$ cat src/rtl/trim_pwm_pkg.sv
// Shared types and constants for the TrimPWM dead-band inserter.
package trim_pwm_pkg;

    typedef enum logic [2:0] {
        SAFE,
        LOW,
        DB_RISE,
        HIGH,
        DB_FALL
    } db_state_e;

    localparam int TRIM_PWM_SYNC_STAGES = 2;

endpackage

$ cat src/rtl/trim_pwm_db_counter.sv
// Dead-band down-counter: load with the effective dead time, decrement
// while waiting, expire flags the last dead cycle.
module trim_pwm_db_counter #(
    parameter int DeadTimeBits = 8
) (
    input  logic                    clock,
    input  logic                    reset,
    input  logic                    load,
    input  logic                    dec,
    input  logic [DeadTimeBits-1:0] load_val,
    output logic                    expire
);

    logic [DeadTimeBits-1:0] cnt_q;
    logic [DeadTimeBits-1:0] cnt_d;

    assign expire = (cnt_q == DeadTimeBits'(1));

    // Never decrement past 1, so a full-scale load cannot wrap.
    always_comb begin
        cnt_d = cnt_q;
        if (load) begin
            cnt_d = load_val;
        end else if (dec && !expire && (cnt_q != '0)) begin
            cnt_d = cnt_q - DeadTimeBits'(1);
        end
    end

    always_ff @(posedge clock) begin
        if (reset) begin
            cnt_q <= '0;
        end else begin
            cnt_q <= cnt_d;
        end
    end

endmodule

$ cat src/rtl/trim_pwm_deadband.sv
// Complementary half-bridge drive with programmable dead band and a
// sticky, synchronised kill path that forces both phases off.
module trim_pwm_deadband
    import trim_pwm_pkg::*;
#(
    parameter int DeadTimeBits = 8
) (
    input  logic                    clock,
    input  logic                    reset,
    input  logic                    en,
    input  logic                    pwm_in,
    input  logic [DeadTimeBits-1:0] dead_time,
    input  logic                    kill,
    input  logic                    fault_clr,
    output logic                    ph_hi,
    output logic                    ph_lo,
    output logic                    fault
);

    db_state_e state_q;
    db_state_e state_d;
    logic [TRIM_PWM_SYNC_STAGES-1:0] kill_sync_q;
    logic [TRIM_PWM_SYNC_STAGES-1:0] kill_sync_d;
    logic kill_s;
    logic fault_q;
    logic fault_d;
    logic ph_hi_q;
    logic ph_hi_d;
    logic ph_lo_q;
    logic ph_lo_d;
    logic cnt_load;
    logic cnt_dec;
    logic cnt_expire;
    logic [DeadTimeBits-1:0] eff_dead;

    assign kill_sync_d = {kill_sync_q[TRIM_PWM_SYNC_STAGES-2:0], kill};
    assign kill_s      = kill_sync_q[TRIM_PWM_SYNC_STAGES-1];
    assign eff_dead    = (dead_time == '0) ? DeadTimeBits'(1) : dead_time;

    trim_pwm_db_counter #(
        .DeadTimeBits(DeadTimeBits)
    ) u_db_counter (
        .clock   (clock),
        .reset   (reset),
        .load    (cnt_load),
        .dec     (cnt_dec),
        .load_val(eff_dead),
        .expire  (cnt_expire)
    );

    always_comb begin
        state_d  = state_q;
        fault_d  = fault_q;
        cnt_load = 1'b0;
        cnt_dec  = 1'b0;

        // Set beats clear when both arrive together.
        if (kill_s) begin
            fault_d = 1'b1;
        end else if (fault_clr) begin
            fault_d = 1'b0;
        end

        if (!en || kill_s) begin
            state_d = SAFE;
        end else begin
            unique case (state_q)
                SAFE: begin
                    if (!fault_q) begin
                        state_d  = pwm_in ? DB_RISE : DB_FALL;
                        cnt_load = 1'b1;
                    end
                end
                LOW: begin
                    if (pwm_in) begin
                        state_d  = DB_RISE;
                        cnt_load = 1'b1;
                    end
                end
                HIGH: begin
                    if (!pwm_in) begin
                        state_d  = DB_FALL;
                        cnt_load = 1'b1;
                    end
                end
                DB_RISE: begin
                    if (!pwm_in) begin
                        state_d = LOW;
                    end else if (cnt_expire) begin
                        state_d = HIGH;
                    end else begin
                        cnt_dec = 1'b1;
                    end
                end
                DB_FALL: begin
                    if (pwm_in) begin
                        state_d = HIGH;
                    end else if (cnt_expire) begin
                        state_d = LOW;
                    end else begin
                        cnt_dec = 1'b1;
                    end
                end
                default: state_d = SAFE;
            endcase
        end

        ph_hi_d = (state_d == HIGH);
        ph_lo_d = (state_d == LOW);
    end

    always_ff @(posedge clock) begin
        if (reset) begin
            state_q     <= SAFE;
            kill_sync_q <= '0;
            fault_q     <= 1'b0;
            ph_hi_q     <= 1'b0;
            ph_lo_q     <= 1'b0;
        end else begin
            state_q     <= state_d;
            kill_sync_q <= kill_sync_d;
            fault_q     <= fault_d;
            ph_hi_q     <= ph_hi_d;
            ph_lo_q     <= ph_lo_d;
        end
    end

    assign ph_hi = ph_hi_q;
    assign ph_lo = ph_lo_q;
    assign fault = fault_q;

endmodule
$ cat config.mk
export PLATFORM = sky130hd
export DESIGN_NAME = trim_pwm_deadband
export DESIGN_NICKNAME = d
export VERILOG_FILES = /design/src/rtl/trim_pwm_pkg.sv /design/src/rtl/trim_pwm_db_counter.sv /design/src/rtl/trim_pwm_deadband.sv
export SDC_FILE = /design/constraint.sdc
export NUM_CORES = 1
export LEC_CHECK = 0
export ABC_AREA = 1
export CAP_MARGIN = 20
export CORE_MARGIN = 4
export CORE_UTILIZATION = 54
export DETAILED_ROUTE_END_ITERATION = 16
export GPL_ROUTABILITY_DRIVEN = 1
export PLACE_DENSITY = 0.8
export SYNTH_ARGS = -nofsm -noshare
export SYNTH_HDL_FRONTEND = slang
export SYNTH_SLANG_ARGS = --single-unit
export TNS_END_PERCENT = 100
$ cat constraint.sdc
create_clock -name clock -period 3.8 [get_ports clock]
set_input_delay 0.76 -clock clock [delete_from_list [all_inputs] [get_ports clock]]
set_output_delay 0.76 -clock clock [all_outputs]
set_load 0.05 [all_outputs]
==> qor.txt, run 1 <==
VDD IR max -> 0.2509 mV
minimum clock period -> 2.178 ns
clk slew on worst S/H paths -> 0.10 ns
# setup viols final -> 0
top cell type's share of synthesized area -> 30.48%
clk_lat worst skew -> 0.29 ns
DRT iter0 DRCs -> 20
CTS Buf Count -> 3
maximum buffer depth of the clock tree -> 2
RSZ-0062 raised after global routing -> no
area leader, netlist -> dfxtp_1
Avg WL per Cell -> 10.92 µm
core area -> 1783 µm²
Routed WL -> 2.315 mm
# DRC -> 0
met3 wire length -> 81 µm
site row count -> 15
sequential share of power -> 41.8%
crit end category -> primary output
CP Cell Sequence -> clkdlybuf4s50_1
vias in the first global route -> 913
predominant post-synthesis flop cell -> dfxtp_1
initial antenna violation count -> 0
routed length on met1 -> 1.197 mm
vias after detailed routing -> 1050
number of enable flip-flop cells after synthesis -> 0
final period utilization -> 57.31%
final number of hold-violating endpoints -> 0
HPWL Detailed -> 1.837 mm
full die area -> 2716 µm²
Slowest-stage cell, CP -> clkdlybuf4s50_1
PostCTS Resize Cnt -> 0
H-tree Lvls -> 1
Root Buffer -> clkbuf_4
Post-Syn Area per Cell -> 6.219 µm²
highest clock rate -> 0.4592 GHz
hold buffers post-CTS -> 0
asr flop ratio synth -> 0%
Synth-to-Final Area Change -> 20.12%
Final Total Pwr -> 0.0004624 W
WP data required -> 3.04 ns
highest metal used -> met4
Switching Fraction -> 34.97%
Worst path max stage delay -> 0.79 ns
pwr dens -> 366.3 nW/µm²
Logic pwr share -> 33.4%
internal power -> 0.0003007 W
vias per cell -> 4.953
Synth Net Count -> 185
Layout Nets -> 204
Total Routing Usage GR -> 20.28%
GRT overflow -> 0
most frequent cells after synthesis -> nand2_1, nor2_1, inv_1, nand3_1, dfxtp_1
CP Launch Type -> flop
Max Slew Vio Count -> 0
ANT nets after route -> 0
Die Height -> 52.12 µm
static leakage -> 0.5943 nW
largest net degree at the start of global routing -> 17
met2 wire len -> 1.010 mm
Max Cap Viol -> 0
clock power share -> 24.7%
Seq/Total Area, Yosys -> 30.48%
Synth Register Bits -> 16
most area-consuming cells after synthesis -> dfxtp_1, nand2_1, nor2_1, nand3_1, inv_1
Sw Pwr -> 0.0001617 W
Worst Skew -> 0.001365 ns
starting density of the core -> 58.95%
die width -> 52.12 µm
1st-pass router iterations -> 4
diode count -> 0
worst-margin pin slew -> 0.5118 ns
fill count -> 162
synthesized instance count -> 169
first-pass GRT wire length -> 4.050 mm
setup TNS -> 0 ns
Crit Path Class -> flop to primary output
Hold WC Path Type -> flop to flop
most frequent cell after synthesis -> nand2_1
I/O Pins -> 17
CTS tree -> done
Distinct cells, synth -> 25
Post-CTS Setup Inserts -> 0
synthesis warning total -> 0
Placer Congestion -> 0.8683
Cell Area, Synth -> 1051 µm²
port buffer count -> 16
status -> complete, no violations
clock sink count -> 16
Arr. time, crit path -> 1.42 ns
share of cells above drive strength 1 -> 12.30%
Worst slew margin -> 65.77%
crit path max fanout -> 2
crit-path leading delay family -> buffers and inverters
worst path bufs/invs -> 1
==> worst register-to-register path, cell delays in order (launching register included) <==
cell,delay (ns)
dfxtp_1,0.34
inv_1,0.11
ha_1,0.30
nand2_1,0.14
nor2_1,0.06
nor2_1,0.16
nand3_4,0.17
nand2_4,0.14
inv_2,0.04
nor2_1,0.09
nor2_1,0.05
==> power groups by stage <==
| stage | logic (W) | clock network, W | registers, W |
|---|---|---|---|
| final | 0.000155 | 0.000114 | 0.000193 |
| after CTS | 0.000154 | 0.000117 | 0.000193 |
| after global placement | 0.000150 | 0 | 0.000196 |
| after floorplan | 0.000115 | 0 | 0.000196 |
| after global routing | 0.000177 | 0.000121 | 0.000196 |
| after detailed placement | 0.000153 | 0 | 0.000197 |
==> cells by family (layout without fill, tap and decap cells) <==
family	after synthesis	in the layout	share of synthesized area, %
flip-flops	16	16	30.48
AO/OA/AOI/OAI	14	14	7.857
buffers and inverters	26	44	10.12
XOR/XNOR	1	1	0.8335
AND/OR/NAND/NOR	110	110	48.33
adder cells (fa/ha/maj)	2	2	2.381
==> per-stage QoR <==
step                instance area (µm²)  setup slack (ns)  util (%)  std cells  hold WS, ns
floorplan                          1051             2.241         -        169       0.3883
global placement                   1226             1.577     68.77        208       0.4003
detailed placement                 1226             1.519     68.77        208       0.3979
CTS                                1262             1.611     70.81        212       0.4130
global route                       1262             1.577     70.81        212       0.4448
finish                             1262             1.622     70.81        212       0.4097
==> area by class of cell <==
cell class              count  area [µm²]  share of cell area, %
clock buffers               4       36.28                  2.874
inverters                  24       90.09                  7.136
multi-input cells         127       624.3                  49.45
flip-flops and latches     16       320.3                  25.37
well taps                  25       31.28                  2.478
repair buffers             16       160.2                  12.69
==> cells in the final DEF (no fill, tap or decap), types with 2 or more instances in the layout <==
cell             Yosys  final
clkbuf_4             0      3
nor2_2               3      3
nand4_1              3      3
a21oi_1              5      5
inv_1               18     18
clkdlybuf4s50_1      0     16
ha_1                 2      2
a21oi_2              2      2
dfxtp_1             16     16
inv_2                6      6
nor2_1              34     34
nand3_1             18     18
o21ai_0              4      4
nand2_4              3      3
nand2_1             42     42
nand3_2              2      2
==> flip-flops by register name, summed over array words and instances, names as in the netlist <==
name                cells
kill_sync_q             2
u_db_counter.cnt_q      8
ph_lo                   1
fault                   1
state_q                 3
ph_hi                   1
==> routing by layer <==
layer / track usage, % / vias to the layer above
met5: 0 / -
met4: 7.860 / 0
met3: 3.438 / 4
met2: 31.17 / 22
met1: 27.94 / 458
li1: - / 566
==> worst paths after layout <==
kind	slack [ns]	to	from	depth (start not counted)
worst max register to register	2.12	u_db_counter.cnt_q[3]	u_db_counter.cnt_q[0]	10
worst min register to register	0.41	kill_sync_q[1]	kill_sync_q[0]	2
worst min-delay path	0.41	kill_sync_q[1]	kill_sync_q[0]	2
worst max-delay path	1.62	fault	fault	1
No activity file was read; power rests on OpenSTA's default activity.
==> run 2: changes to the inputs <==
Settings changed: CORE_UTILIZATION 54 to 47, PLACE_DENSITY 0.8 to 0.74.
Clock period 3.8 ns to 1.92 ns, I/O delays scaled along.
==> run 2 against run 1 <==
Against the previous run:
- first-iteration DRC count increased by 75%
- non-clock buffer count increased by 2
- die area increased by 13%
- critical path depth unchanged
- register-to-register slack got worse by 1.9 ns
- global-route usage decreased by 3.5 points
- clock power increased by 56%
- setup slack got worse by 1.5 ns
- clock-buffer cell count decreased by 1
- combinational power increased by 100%
- cell count increased by 1.4%
- critical path type unchanged
- critical endpoint unchanged
- largest cell class unchanged
==> qor.txt, run 2 (same netlist as run 1, synthesis figures left out) <==
vias in the first global route -> 1031 (+13%)
VDD IR max -> 0.4761 mV (+90%)
commonest non-fill, non-tap cell in the layout -> nand2_1
met2 usage -> 27.36% (-3.8 points)
Max Cap Viol -> 0 (unchanged)
Largest Register -> u_db_counter.cnt_q
# DRC -> 0 (unchanged)
Worst path max stage delay -> 0.81 ns (+0.02 ns)
Final Worst Setup Slack -> 0.09813 ns (-1.524 ns)
met3 GRT Util -> 2.564% (-0.87 points)
crit-path leading delay family -> buffers and inverters
share of cells above drive strength 1 -> 12.77% (+0.47 points)
Post-CTS Setup Inserts -> 0 (unchanged)
Synth-to-Final Area Change -> 20.48%
Hold WC Path Type -> flop to flop
FF+latch area -> 320.3 µm² (unchanged)
fill count -> 201 (+24%)
Root Buffer -> clkbuf_4
die width -> 55.29 µm (+6.1%)
PostCTS Resize Cnt -> 0 (unchanged)
starting density of the core -> 51.47% (-7.5 points)
CP Launch Type -> flop
GRT overflow -> 0 (unchanged)
commonest cells after routing, fill and taps aside -> nand2_1, nor2_1, inv_1, nand3_1
CTS tree -> done
ANT nets after route -> 0 (unchanged)
initial antenna violation count -> 0 (unchanged)
setup TNS -> 0 ns (unchanged)
Critical path origin -> fault
final core occ -> 62.01% (-8.8 points)
placed cells -> 212 (+1.9%)
Total Routing Usage GR -> 16.74% (-3.5 points)
crit end category -> primary output
largest net degree at the start of global routing -> 17 (unchanged)
worst path bufs/invs -> 1 (unchanged)
crit path max fanout -> 2 (unchanged)
Placer Congestion -> 0.7791 (-10%)
site row count -> 16 (+1)
diode count -> 0 (unchanged)
# setup viols final -> 0 (unchanged)
CP Cell Sequence -> clkdlybuf4s50_1
full die area -> 3057 µm² (+13%)
DRT iter0 DRCs -> 35 (+75%)
pwr dens -> 689.3 nW/µm² (+88%)
vias per cell -> 5.070 (+2.4%)
Slowest-stage cell, CP -> clkdlybuf4s50_1
hold buffers post-CTS -> 0 (unchanged)
final number of hold-violating endpoints -> 0 (unchanged)
Avg WL per Cell -> 11.59 µm (+6.1%)
worst-margin pin slew -> 0.4955 ns (-0.01637 ns)
HPWL Detailed -> 2.039 mm (+11%)
met1 Use GR -> 21.51% (-6.4 points)
port buffer count -> 16 (unchanged)
Layout Nets -> 206 (+0.98%)
core area -> 2042 µm² (+15%)
first-pass GRT wire length -> 4.236 mm (+4.6%)
top flop regs -> u_db_counter.cnt_q x8, state_q x3, kill_sync_q x2
1st-pass router iterations -> 4 (unchanged)
I/O Pins -> 17 (unchanged)
reg-to-reg slack, setup -> 0.25 ns (-1.87 ns)
Multi-input gate area -> 624.3 µm² (unchanged)
minimum clock period -> 1.822 ns
Setup WS pre-CTS -> 0.02407 ns (-1.495 ns)
static leakage -> 0.5967 nW (+0.41%)
final period utilization -> 94.89%
Max Slew Vio Count -> 0 (unchanged)
Worst Skew -> 0.004096 ns (+0.002731 ns)
Most Crowded Layer GR -> met2
clk slew on worst S/H paths -> 0.09 ns (about the same)
vias after detailed routing -> 1090 (+3.8%)
maximum buffer depth of the clock tree -> 2 (unchanged)
final non-filler cell total -> 215 (+1.4%)
status -> complete, no violations
hold_ws -> 0.4158 ns (+0.006097 ns)
reg-to-reg startpoint -> u_db_counter.cnt_q[0]
clk_lat worst skew -> 0.28 ns (about the same)
H-tree Lvls -> 1 (unchanged)
Routed WL -> 2.492 mm (+7.6%)
Arr. time, crit path -> 1.44 ns (+0.02 ns)
RSZ-0062 raised after global routing -> no
Largest register FFs -> 8 (unchanged)
CTS Buf Count -> 3 (unchanged)
Die Height -> 55.29 µm (+6.1%)
Hold Crit Start -> kill_sync_q[0]
Worst slew margin -> 66.87% (+1.1 points)
WP data required -> 1.54 ns (-1.50 ns)
highest clock rate -> 0.5489 GHz
Crit Path Class -> flop to primary output
clock sink count -> 16 (unchanged)
## run 2: changes by cell type in the layout (fill, tap and decap cells not counted), sizes merged
cell    delta
buf        +2
clkbuf     -1
## run 2: power by group
part,leakage (nW),switching [W],total [W],internal [W]
clock,0.0138,0.000105,0.000178,0.0000728
combinational,0.452,0.000187,0.000312,0.000125
sequential,0.131,0.0000262,0.000383,0.000357
## run 2: routing by layer
layer,vias up,wire (µm)
li1,574,-
met1,479,1146
met2,30,1160
met3,7,138
met4,0,46
met5,-,0
## run 2: final timing paths
| path | to | cells after the start |
|---|---|---|
| max | fault | 1 |
| min | kill_sync_q[1] | 2 |
| max reg2reg | u_db_counter.cnt_q[2] | 10 |
| min reg2reg | kill_sync_q[1] | 2 |
## run 2: stage by stage
stage          instance area, µm²  total power, W
2_1_floorplan                1051       0.0006154
3_3_place_gp                 1244       0.0006882
3_5_place_dp                 1244       0.0007001
4_1_cts                      1266       0.0008771
5_1_grt                      1266       0.0009342
6_report                     1266       0.0008728
## run 2: area by class of cell
type	instances	area share (%)
sequential	16	25.30
timing repair buffer	18	13.83
multi-input combinational	127	49.31
clock buffer	3	1.779
inverter	24	7.115
tap	27	2.668
==> variant 1, RTL diff (config.mk and constraints of run 2) <==
The 5 states of `db_state_e` get a one-hot encoding in 5 bits.
--- a/src/rtl/trim_pwm_pkg.sv
+++ b/src/rtl/trim_pwm_pkg.sv
@@ -2,10 +2,10 @@
 package trim_pwm_pkg;
 
-    typedef enum logic [2:0] {
-        SAFE,
-        LOW,
-        DB_RISE,
-        HIGH,
-        DB_FALL
+    typedef enum logic [4:0] {
+        SAFE    = 5'b00001,
+        LOW     = 5'b00010,
+        DB_RISE = 5'b00100,
+        HIGH    = 5'b01000,
+        DB_FALL = 5'b10000
     } db_state_e;
 
Function: same outputs for any inputs over 10 cycles, from zero or initial values and one cycle with reset high; not proved beyond that.
==> variant 1 against run 2 <==
- area after synthesis grew 6.7%
- final area grew 7.7%
- setup slack lost 0.0056 ns
- highest routed layer unchanged
- routed wire length shrank 0.16%
- power grew 7.1%
- hold slack gained 0.0067 ns
- via count grew 3.2%
- sequential cell count grew 2
- largest cell class unchanged
- combinational power shrank 12%
- critical path depth is the same
==> variant 1: results (changes against run 2) <==
- The net switching share of the total power is 0.3304 (-0.03421).
- The final layout net count is 203 (-1.5%).
- The total global routing track utilization is 0.1650 (-0.002376).
- The clock-pin slew on the worst setup and hold paths is 0.11 ns (+0.02 ns).
- The register-to-register setup slack is 0.30 ns (+0.05 ns).
- The largest registers in the layout are u_db_counter.cnt_q: 8 flops, state_q: 5 flops, kill_sync_q: 2 flops.
- The share of post-route cells with drive strength above 1 is 0.1720 (+0.04438).
- The clock skew after layout is 0.002545 ns (-0.001552 ns).
- The post-CTS setup-driven buffer insertion count is 0 (unchanged).
- The routed via count came to 1125 (+3.2%).
- The endpoint identified for the worst register-to-register timing path is u_db_counter.cnt_q[2].
- The final RePlAce weighted congestion was 0.9171 (+18%).
- The count of multi-input gates is 119 (-6.3%).
- The tightest slew margin relative to the limit is 0.6650 (-0.003622).
- The commonest cells after synthesis are sky130_fd_sc_hd__nor2_1 (33), sky130_fd_sc_hd__inv_1 (21), sky130_fd_sc_hd__dfxtp_1 (18), sky130_fd_sc_hd__nand2_1 (18), sky130_fd_sc_hd__nand3_1 (18).
- The number of DRC violations after detailed-routing iteration 0 is 27 (-23%).
- The share of final layout cell area taken by non-clock buffers was 0.1284 (-0.009900).
- The multi-input logic area was 655.6 um^2 (+5.0%).
- The delay of the slowest critical-path stage came to 0.81 ns (about the same).
- The number of inserted filler cells in the final layout is 212 (+5.5%).
- The net count of the mapped netlist is 181 (-2.2%).
- The half-perimeter wire length after placement is 2037 um (about the same).
- The final hold slack is 0.4225 ns (+0.006735 ns).
- The fraction of the yosys area taken by sequential cells is 0.3214 (+0.01667).
- The share of total power in combinational logic is 0.295 (-0.063).
- The run finished with clean final reports.
- The xor and xnor area share after synthesis is 0.04688 (+0.03854).
- The total detailed-routing wirelength is 2488 um (-0.16%).
- The static power due to leakage is 0.6139 nW (+2.9%).
- The clock network fraction of design power is 0.254 (+0.050).
- The number of non-clock buffers is 18 (unchanged).
- The clock tree buffer count of the final layout is 4 (+1).
- The number of sequential cells was 18 (+2).
- The first-pass GRT wire length came to 4422 um (+4.4%).
- After synthesis, the cell types taking the most area are sky130_fd_sc_hd__dfxtp_1 (32%), sky130_fd_sc_hd__nor2_1 (11%), sky130_fd_sc_hd__nand3_1 (8.0%).
- The post-place setup slack came to 0.05455 ns (+0.03048 ns).
- The post-synthesis adder-cell area fraction is 0.02232 (-0.001488).
- The final critical-path share of the clock period was 0.9518 (+0.002903).
-- variant 1: cell count changes in the layout (fill, tap and decap cells not counted), moves of 3 or more --
cell / run 2 / this run
sky130_fd_sc_hd__xor2_1: 0 / 6
sky130_fd_sc_hd__nand2_1: 42 / 18
sky130_fd_sc_hd__nor3_2: 0 / 3
sky130_fd_sc_hd__inv_1: 18 / 21
sky130_fd_sc_hd__nor2_2: 3 / 6
sky130_fd_sc_hd__nand2_2: 1 / 5
-- variant 1: metal layers --
metal	track usage	vias to the layer above	wire length [um]
met2	0.2690	38	1165
met1	0.2202	516	1160
met5	0	-	0
met4	0.05298	0	37
li1	-	565	-
met3	0.02759	6	124
-- variant 1: stage by stage --
step	std cells	area, um^2	total power, W
after floorplan	165	1121	0.0006224
after global placement	210	1328	0.0006943
after detailed placement	210	1328	0.0006998
after global routing	214	1364	0.0009922
final	214	1364	0.0009344
after CTS	214	1364	0.0009335
==> variant 2, RTL diff (settings of run 2) <==
Without the edit above. `DeadTimeBits` is set to 8 in 2 places; all go to 12.
--- a/src/rtl/trim_pwm_db_counter.sv
+++ b/src/rtl/trim_pwm_db_counter.sv
@@ -2,5 +2,5 @@
 // while waiting, expire flags the last dead cycle.
 module trim_pwm_db_counter #(
-    parameter int DeadTimeBits = 8
+    parameter int DeadTimeBits = 12
 ) (
     input  logic                    clock,
--- a/src/rtl/trim_pwm_deadband.sv
+++ b/src/rtl/trim_pwm_deadband.sv
@@ -4,5 +4,5 @@
     import trim_pwm_pkg::*;
 #(
-    parameter int DeadTimeBits = 8
+    parameter int DeadTimeBits = 12
 ) (
     input  logic                    clock,
Ports: changed (resized dead_time); port bits go from 17 to 21. No check against the original RTL was run, so the function may have changed too.
==> variant 2 against run 2 <==
- routed wire length rose by 20%
- area after synthesis rose by 27%
- register-to-register slack improved by 0.05 ns
- cell count rose by 28%
- final area rose by 29%
- sequential cell count rose by 4
- setup slack got worse by 0.0066 ns
- power rose by 50%
==> variant 2: results (changes against run 2) <==
- The clock latency on the worst-skew pair is 0.30 ns (+0.02 ns).
- The routing usage on met1 is 0.2443 (+0.02918).
- The static power due to leakage is 0.7790 nW (+31%).
- The met3 global-route usage is 0.03774 (+0.01209).
- The first-pass GRT wire length was 5071 um (+20%).
- The total global routing track utilization is 0.1773 (+0.009916).
- The count of input and output buffers came to 20 (+4).
- The via count of the first global-routing pass came to 1185 (+15%).
- The flow ran to the end, and the final reports show no timing, DRC or antenna violations.
- The clock-pin slew on the worst setup and hold paths is 0.12 ns (+0.03 ns).
- The net count of the mapped netlist is 241 (+30%).
- The final hold slack is 0.4123 ns (-0.003467 ns).
- The cell area after placement is 1585 um^2 (+27%).
- The total detailed-routing wirelength is 2987 um (+20%).
- The unique cell type count in the Yosys netlist is 28 (+12%).
- The final layout net count was 267 (+30%).
- The final RePlAce weighted congestion is 0.8281 (+6.3%).
- The total length of routed met3 wires came to 96 um (-30%).
- The clock network fraction of design power came to 0.265 (+0.061).
- The post-synthesis adder-cell area fraction is 0.02809 (+0.004280).
- The sequential group power is 0.000495 W (+29%).
- The count of cells along the worst register-to-register path came to 8 (-2).
- In the final layout, the registers with the most flip-flops are u_db_counter.cnt_q: 12 flops, state_q: 3 flops, kill_sync_q: 2 flops.
- The clock skew after layout is 0.003232 ns (-0.0008640 ns).
- The maximum clock frequency is 0.5469 GHz (-0.36%).
- The transition time of the tightest slew-check pin is 0.4932 ns (-0.002259 ns).
- The number of DRC violations after detailed-routing iteration 0 came to 71 (+100%).
- The delay of the slowest critical-path stage is 0.79 ns (-0.02 ns).
- The power spent charging and discharging nets is 0.0004584 W (+44%).
- The path type of the worst min-delay path is flip-flop to flip-flop.
- The number of non-filler instances in the completed layout was 276 (+28%).
- The register-to-register setup slack is 0.30 ns (+0.05 ns).
- The routed via count is 1349 (+24%).
- The largest net degree at the start of global routing is 15 (-2).
- The xor and xnor area share after synthesis was 0.01966 (+0.01133).
- The area fraction in compound gates after synthesis came to 0.1096 (+0.03098).
- By area the synthesized netlist is led by sky130_fd_sc_hd__dfxtp_1 (30%), sky130_fd_sc_hd__nand2_1 (15%), sky130_fd_sc_hd__nor2_1 (12%).
- The half-perimeter wire length after placement was 2338 um (+15%).
- In this run the critical register-to-register path is captured at u_db_counter.cnt_q[10].
- The net switching share of the total power is 0.3490 (-0.01567).
- The largest voltage drop on the vdd net came to 575.6 uV (+21%).
- The fraction of the yosys area taken by sequential cells came to 0.2996 (-0.005136).
[variant 2: cell types whose count changed after synthesis, moves of 4 or more]
cell / delta
sky130_fd_sc_hd__nor3_1: +4
sky130_fd_sc_hd__nor2_1: +10
sky130_fd_sc_hd__inv_2: -4
sky130_fd_sc_hd__nand2_1: +13
sky130_fd_sc_hd__a21oi_1: +4
sky130_fd_sc_hd__dfxtp_1: +4
sky130_fd_sc_hd__inv_1: +9
[variant 2: logic make-up after synthesis]
group / Yosys count
AND/OR/NAND/NOR: 136
buffers and inverters: 33
AO/OA/AOI/OAI: 25
flip-flops: 20
XOR/XNOR: 3
adder cells (fa/ha/maj): 3
[variant 2: cell type report]
| class | instances | area, um^2 |
|---|---|---|
| clock inverters | 1 | 30.03 |
| multi-input cells | 167 | 799.5 |
| flip-flops and latches | 20 | 400.4 |
| inverters | 29 | 108.9 |
| fillers | 263 | 1096 |
| clock buffers | 3 | 22.52 |
| repair buffers | 25 | 237.7 |
| well taps | 31 | 38.79 |
